## src/rtl/pipe_share_arbiter.sv

```systemverilog
// Round-robin sharing of one fixed-latency, non-stallable pipeline among NUM_PORTS requesters.
// A tag delay line tracks which port owns each beat so results can be routed back on return.
module pipe_share_arbiter #(
   parameter int NUM_PORTS  = 4,
   parameter int DATA_WIDTH = 32,
   parameter int LATENCY    = 2
) (
   input  logic                             clock,
   input  logic                             reset,
   input  logic [NUM_PORTS-1:0]             port_enable,
   input  logic [NUM_PORTS*DATA_WIDTH-1:0]  s_pipe_tdata,
   input  logic [NUM_PORTS-1:0]             s_pipe_tvalid,
   output logic [NUM_PORTS-1:0]             s_pipe_tready,
   output logic [DATA_WIDTH-1:0]            p_pipe_tdata,
   output logic                             p_pipe_tvalid,
   input  logic [DATA_WIDTH-1:0]            r_pipe_tdata,
   input  logic                             r_pipe_tvalid,
   output logic [NUM_PORTS*DATA_WIDTH-1:0]  m_pipe_tdata,
   output logic [NUM_PORTS-1:0]             m_pipe_tvalid,
   output logic                             error
);

   localparam int IDX_W = $clog2(NUM_PORTS);

   logic [IDX_W-1:0]      rr_q, rr_d;
   logic [NUM_PORTS-1:0]  grant;
   logic [IDX_W-1:0]      gidx;
   logic                  gvld;

   logic                  pvld_q;
   logic [DATA_WIDTH-1:0] pdata_q;
   logic [IDX_W-1:0]      pport_q;
   logic                  error_q;

   logic                  exp_valid;
   logic [IDX_W-1:0]      exp_port;

   // Grant: first enabled, valid port at or after the round-robin pointer.
   always_comb begin
      int               idx;
      logic [IDX_W-1:0] sel;
      idx   = 0;
      sel   = '0;
      grant = '0;
      gidx  = '0;
      gvld  = 1'b0;
      rr_d  = rr_q;
      if (!reset) begin
         for (int k = 0; k < NUM_PORTS; k++) begin
            idx = (int'(rr_q) + k) % NUM_PORTS;
            sel = IDX_W'(idx);
            if (!gvld && s_pipe_tvalid[sel] && port_enable[sel]) begin
               gvld = 1'b1;
               gidx = sel;
            end
         end
      end
      if (gvld) begin
         grant[gidx] = 1'b1;
         rr_d = (gidx == IDX_W'(NUM_PORTS - 1)) ? '0 : gidx + IDX_W'(1);
      end
   end

   assign s_pipe_tready = grant;

   // Pipeline input register stage; data and owner index carry no reset.
   always_ff @(posedge clock) begin
      if (reset) begin
         rr_q    <= '0;
         pvld_q  <= 1'b0;
         error_q <= 1'b0;
      end else begin
         rr_q   <= rr_d;
         pvld_q <= gvld;
         if (r_pipe_tvalid != exp_valid) error_q <= 1'b1;
      end
      pdata_q <= s_pipe_tdata[gidx*DATA_WIDTH +: DATA_WIDTH];
      pport_q <= gidx;
   end

   assign p_pipe_tvalid = pvld_q;
   assign p_pipe_tdata  = pdata_q;
   assign error         = error_q;

   // Tag line mirrors the external pipeline depth so exp_* lines up with r_pipe.
   generate
      if (LATENCY == 0) begin : g_tag_wire
         assign exp_valid = pvld_q;
         assign exp_port  = pport_q;
      end else begin : g_tag_line
         logic             tvld_q  [LATENCY];
         logic [IDX_W-1:0] tport_q [LATENCY];

         always_ff @(posedge clock) begin
            if (reset) begin
               for (int s = 0; s < LATENCY; s++) tvld_q[s] <= 1'b0;
            end else begin
               tvld_q[0] <= pvld_q;
               for (int s = 1; s < LATENCY; s++) tvld_q[s] <= tvld_q[s-1];
            end
            tport_q[0] <= pport_q;
            for (int s = 1; s < LATENCY; s++) tport_q[s] <= tport_q[s-1];
         end

         assign exp_valid = tvld_q[LATENCY-1];
         assign exp_port  = tport_q[LATENCY-1];
      end
   endgenerate

   // Untagged returning beats are dropped here; the error flag records them.
   always_comb begin
      m_pipe_tvalid = '0;
      for (int i = 0; i < NUM_PORTS; i++) begin
         m_pipe_tvalid[i] = r_pipe_tvalid & exp_valid & (exp_port == IDX_W'(i));
      end
   end

   assign m_pipe_tdata = {NUM_PORTS{r_pipe_tdata}};

endmodule

```

## config.mk

```make
export PLATFORM = sky130hd
export DESIGN_NAME = pipe_share_arbiter
export DESIGN_NICKNAME = d
export VERILOG_FILES = /design/src/rtl/pipe_share_arbiter.sv
export SDC_FILE = /design/constraint.sdc
export NUM_CORES = 1
export LEC_CHECK = 0
export BUFFER_PORTS_ARGS = -buffer_cell sky130_fd_sc_hd__buf_2
export CORE_AREA = 2 2 132 134
export DETAILED_ROUTE_END_ITERATION = 10
export DIE_AREA = 0 0 134 136
export GPL_TIMING_DRIVEN = 0
export PLACE_DENSITY = 0.56
export SYNTH_ARGS = -nofsm -noshare
export SYNTH_HDL_FRONTEND = slang
export SYNTH_SLANG_ARGS = --single-unit
```

## constraint.sdc

```tcl
create_clock -name clock -period 3.05 [get_ports clock]
set_input_delay 0.7625 -clock clock [delete_from_list [all_inputs] [get_ports clock]]
set_output_delay 0.7625 -clock clock [all_outputs]
set_load 0.005 [all_outputs]
```

Yosys cells after proc, flatten, opt, wreduce, memory -nomap -nowiden:

Memory sizes are Yosys's and may differ from the RTL's.
Index checks and enable logic that the tools add are counted.

* add/subtract/negate cells: 4
* magnitude comparators: 6
* equal/unequal tests: 5
* shift-type cells: 1
* mux-type cells: 38
* bitwise gates (word level): 7
* reduce and logical (&&, ||, !) cells: 12

Operators by type and width (count)
* $shiftx 128x8->32: 1
* $mux 1: 22
* $bmux 1 s2: 8
* $lt 2x3->1 const B: 5
* $mux 2: 6
* $logic_and 1x1->1: 8
* $eq 2x2->1 const B: 3
* $and 1x1->1: 5
* $add 2x1->2 const B: 2
* $add 2x2->2 const B: 2
* $mux 4: 1
* $logic_not 1->1: 3
* $demux 1 s2: 1
* $eq 2x1->1 const B: 1
* $ge 2x1->1 const B: 1
* $logic_not 2->1: 1
* $or 1x1->1: 2
* $ne 1x1->1: 1

* register bits: 38
* memory bits (writable): 6
* input bits: 171
* output and inout port bits: 170
* logic and storage cells: 80
* memories: 2

Memories
* g_tag_line.tport_q: depth 2, width 2, rd ports 2, clocked after memory_dff 0, write ports 2, RTL line 92 `logic [IDX_W-1:0] tport_q [LATENCY];`
* g_tag_line.tvld_q: depth 2, width 1, rd ports 2, clocked after memory_dff 0, write ports 2, RTL line 91 `logic tvld_q [LATENCY];`

Depth between registers and ports, before layout:

* depth after elaboration: 25
* depth in mapped cells: 9
* depth with buffers taken out: 7

Least setup slack after synthesis:

No wires, ideal clock.

* path kind: input -> output
* start: in reset
* end: out s_pipe_tready[0]
* arrival: 2.092 ns
* data required time: 2.288 ns
* path slack: 0.196 ns
* stages on the path: 8
* buffers on the path: 3
* cells stage by stage: buf_4 a211o_1 a22oi_4 buf_12 buf_8 inv_1 ha_1 and2_1

* word-level cells in the longest chain between the ends: 6
* elaborated cells between the ends (all ways): 8
* classes of those cells: order compare (2); mux (5); reduce/logical (1)

Ends and longest elaborated chain
* start, declared: RTL line 9 `input logic reset,`
* $mux 2 (*): RTL line 48 `if (!reset) begin`
* named net gidx[1]: RTL line 27 `logic [IDX_W-1:0] gidx;`
* $lt 2x3->1 (not written as such) or $ge 2x1->1 (tied branches): RTL line 59 `grant[gidx] = 1'b1;`
* $logic_and 1x1->1 (not written as such): RTL line 59
* $mux 1 (not written as such): RTL line 59
* $demux 1 s2 (*): RTL line 59
* $mux 4 (*): RTL line 58 `if (gvld) begin`
* end, declared: RTL line 13 `output logic [NUM_PORTS-1:0] s_pipe_tready,`

The timed path passes the listed nets; every way through them passes the cells marked *.

Worst setup path after layout:

* start: in s_pipe_tvalid[0]
* end: out s_pipe_tready[2]

* word-level cells in the longest chain between the ends: 25
* elaborated cells between the ends (all ways): 37
* classes of those cells: order compare (2); mux (24); reduce/logical (11)

Ends and longest elaborated chain
* start, declared: RTL line 12 `input logic [NUM_PORTS-1:0] s_pipe_tvalid,`
* $bmux 1 s2: RTL line 52 `if (!gvld && s_pipe_tvalid[sel] && port_enable[sel]) begin`
* $mux 1 (not written as such): RTL line 52
* $logic_and 1x1->1: RTL line 52
* $mux 1: RTL line 52
* $mux 1: RTL line 48
* $logic_not 1->1: RTL line 52
* $logic_and 1x1->1 (2 in series): RTL line 52
* $mux 1: RTL line 52
* (+9 left out)
* $mux 2 (*): RTL line 52
* $mux 2 (*): RTL line 48
* named net gidx[0]: RTL line 27
* $lt 2x3->1 (not written as such) or $ge 2x1->1 (tied branches): RTL line 59
* $logic_and 1x1->1 (not written as such): RTL line 59
* $mux 1 (not written as such): RTL line 59
* $demux 1 s2 (*): RTL line 59
* $mux 4 (*): RTL line 58

The timed path passes the listed nets; every way through them passes the cells marked *. The select of a mux whose other input is x is not followed.

==> results.md <==
* Die W at 134 microns
* Top Usage Layer GRT: met2
* Ys async rst share at 0%
* Period utilisation layout at 96.8%
* CTS max path bufs at 2
* # clock sinks at 44
* Critical Path AT at 2.19 ns
* Post-synthesis xor/xnor area fraction at 0%
* Most common cell after layout, fill and taps aside: buf_2
* M2 GR Usage at 15.8%
* Initial core utilization at 19.6%
* Synth Area in Compound Gates at 3.70%
* Critical path's top delay family: compound AO/OA/AOI/OAI gates
* Vias in the first global route at 2718
* Total Routed Length at 9.31 mm
* Synthesized instance count at 329
* Main combinational cell family by area after synthesis: buffers and inverters
* Via count at 3128
* Layout cells sized above 1 at 72.3%
* Worst-Skew Late Latency at 0.29 ns
* WL/cell at 10.6 microns
* Crit path max fanout at 6
* Hold Path Class: reg -> reg
* Initial DRC Count at 24
* Syn avg cell area at 10.1 sq um
* Clk root buf: clkbuf_16
* PortBufs at 307
* WP data required at 2.29 ns
* Setup WS pre-CTS at -0.298 ns
* Fin crit period at 2.95 ns
* Fill count at 1791
* Total die area at 18200 sq um
* #FFs+latches synth at 44
* CTS H-tree depth at 2
* Yosys warns at 0
* Std cell rows at 48
* CP endpoint kind: output pin
* Met3 usage at 2.72%
* Synth Area in Simple Gates at 4.57%
* Sequential area share after synthesis at 26.6%
* Initial antenna violation count at 0
* Global-route wire length before repair at 13.2 mm
* Post-Synth Adder-Cell Area at 1.89%
* Endpoints failing setup at 0
* Pre-Repair DR Iteration Count at 4
* Die Ht at 136 microns
* Number of distinct library cells after synthesis at 31
* GP Congestion at 0.697
* Final HPWL DP at 7.73 mm
* Vias per inst at 3.57
* Power Density at 362 nW/um^2
* Post-CTS Hold Fix Bufs at 0
* # DRC at 0
* CTS Buf Count at 5
* CP peak stage delay at 0.25 ns
* Syn_nets at 505
* IR drop worst, VDD at 0.000209 V
* Crit path cell chain: buf_2, and4_2, a21oi_1, o211a_4, inv_6, buf_12, ha_1, and2_1, buf_2
* Slew Limit Headroom at 84.7%
* Leakage at 3.03 nW
* GRT overflow at 0
* TNS Setup at 0 ns
* Status: completed
* Critical path type: in -> out
* CTS tree: done
* N_diodes at 0
* Top_reg_cell synth: dfxtp_1
* Routed Antenna Nets at 0
* Worst Clk Skew at 0.00740 ns
* Most common cell on crit path: buf_2
* Post-synth EDFFs at 0
* Largest net degree at the start of global routing at 15
* Final Hold Vio Count at 0
* Total GRT Usage at 9.07%
* Worst Path Buf+Inv at 4
* Max Cap Viol at 0
* Fin worst setup slack at 0.0989 ns
* Leading cell types in the layout, fill and taps excluded: buf_2, buf_4, mux2i_1, dfxtp_1
* Nets at 825
* Standard cell core area at 16900 sq um
* Area Growth Syn to Fin at 61.6%
* Post-synthesis mux area share at 29.0%
* Unrepaired setup endpoints after global routing: no
* Worst-Margin Slew at 0.224 ns
* Startpoint Class: primary input
* Slowest stage cell, crit path: and4_2
* Post-Synthesis Cell Area at 3310 sq um
* FMAX at 0.339 GHz
* Slew Limit Fails at 0
* CTS clk-pin slew, worst paths at 0.07 ns
* Ports at 341
* Met1 usage at 11.0%
## report_power, final
group / total, mW / internal, mW / switching (mW)
combinational: 0.697 / 0.427 / 0.269
sequential: 0.676 / 0.655 / 0.0217
clock: 0.565 / 0.326 / 0.239
total: 1.94 / 1.41 / 0.530
## registers in the layout (all words and copies together), names as in the netlist
| signal | flops |
|---|---|
| error | 1 |
| g_tag_line.tport_q | 4 |
| g_tag_line.tvld_q | 2 |
| p_pipe_tdata | 32 |
| p_pipe_tvalid | 1 |
| pport_q | 2 |
| rr_q | 2 |
## cells in the mapped netlist (2+ instances only)
cell type,n,area [sq um]
and3_1,2,12.5
dfxtp_1,44,881
a211o_1,2,17.5
nand2_1,6,22.5
and2_1,5,31.3
buf_12,3,60.1
bufbuf_8,2,37.5
buf_4,132,991
inv_1,3,11.3
mux2i_1,96,961
buf_8,2,30.0
ha_1,5,62.6
a21oi_1,4,20.0
nor2_1,5,18.8
nor2b_1,2,12.5
## layout make-up
type	instances	area [sq um]	area share [%]
sequential	44	881	16.5
buffer	138	1120	20.9
clock buffer	6	139	2.60
tap	225	282	5.26
inverter	4	20.0	0.374
clock inverter	2	15.0	0.281
multi-input combinational	142	1310	24.5
timing repair buffer	314	1590	29.7
## kinds of logic after synthesis
logic type      after synthesis
buf+inv                     143
mux                          96
flops                        44
simple gates                 27
compound gates               14
fa+ha+maj                     5
## per-stage QoR
stage               instance area [sq um]  instances  total power [mW]  hold WS (ns)  utilization, %
global placement                     5130        861              1.38         0.311            30.4
CTS                                  5320        871              1.97         0.329            31.5
floorplan                            3310        329              1.08         0.310               -
detailed placement                   5130        861              1.38         0.312            30.4
finish                               5350        875              1.94         0.328            31.7
global route                         5350        875              2.07         0.334            31.7
## worst paths after layout
check | start | endpoint | slack [ns] | depth (start not counted)
min | g_tag_line.tport_q[0][1] | g_tag_line.tport_q[0][3] | 0.33 | 0
max | s_pipe_tvalid[0] | s_pipe_tready[2] | 0.1 | 9
max reg2reg | rr_q[1] | p_pipe_tdata[11] | 0.97 | 8
min reg2reg | g_tag_line.tport_q[0][1] | g_tag_line.tport_q[0][3] | 0.33 | 0
## routing by layer
| metal | share of wire [%] | wire length [microns] | vias to the layer above |
|---|---|---|---|
| li1 | - | - | 1617 |
| met1 | 40 | 3710 | 1324 |
| met2 | 49 | 4560 | 183 |
| met3 | 10 | 973 | 4 |
| met4 | 0.72 | 67 | 0 |
| met5 | 0 | 0 | - |
## timing repair
item	CTS	global route
hold endpoints to repair	0	0
setup buffers	3	4
resized for setup	6	2
pin swaps	1	0
setup endpoints to repair	4	2
No activity file was read; power rests on OpenSTA's default activity.
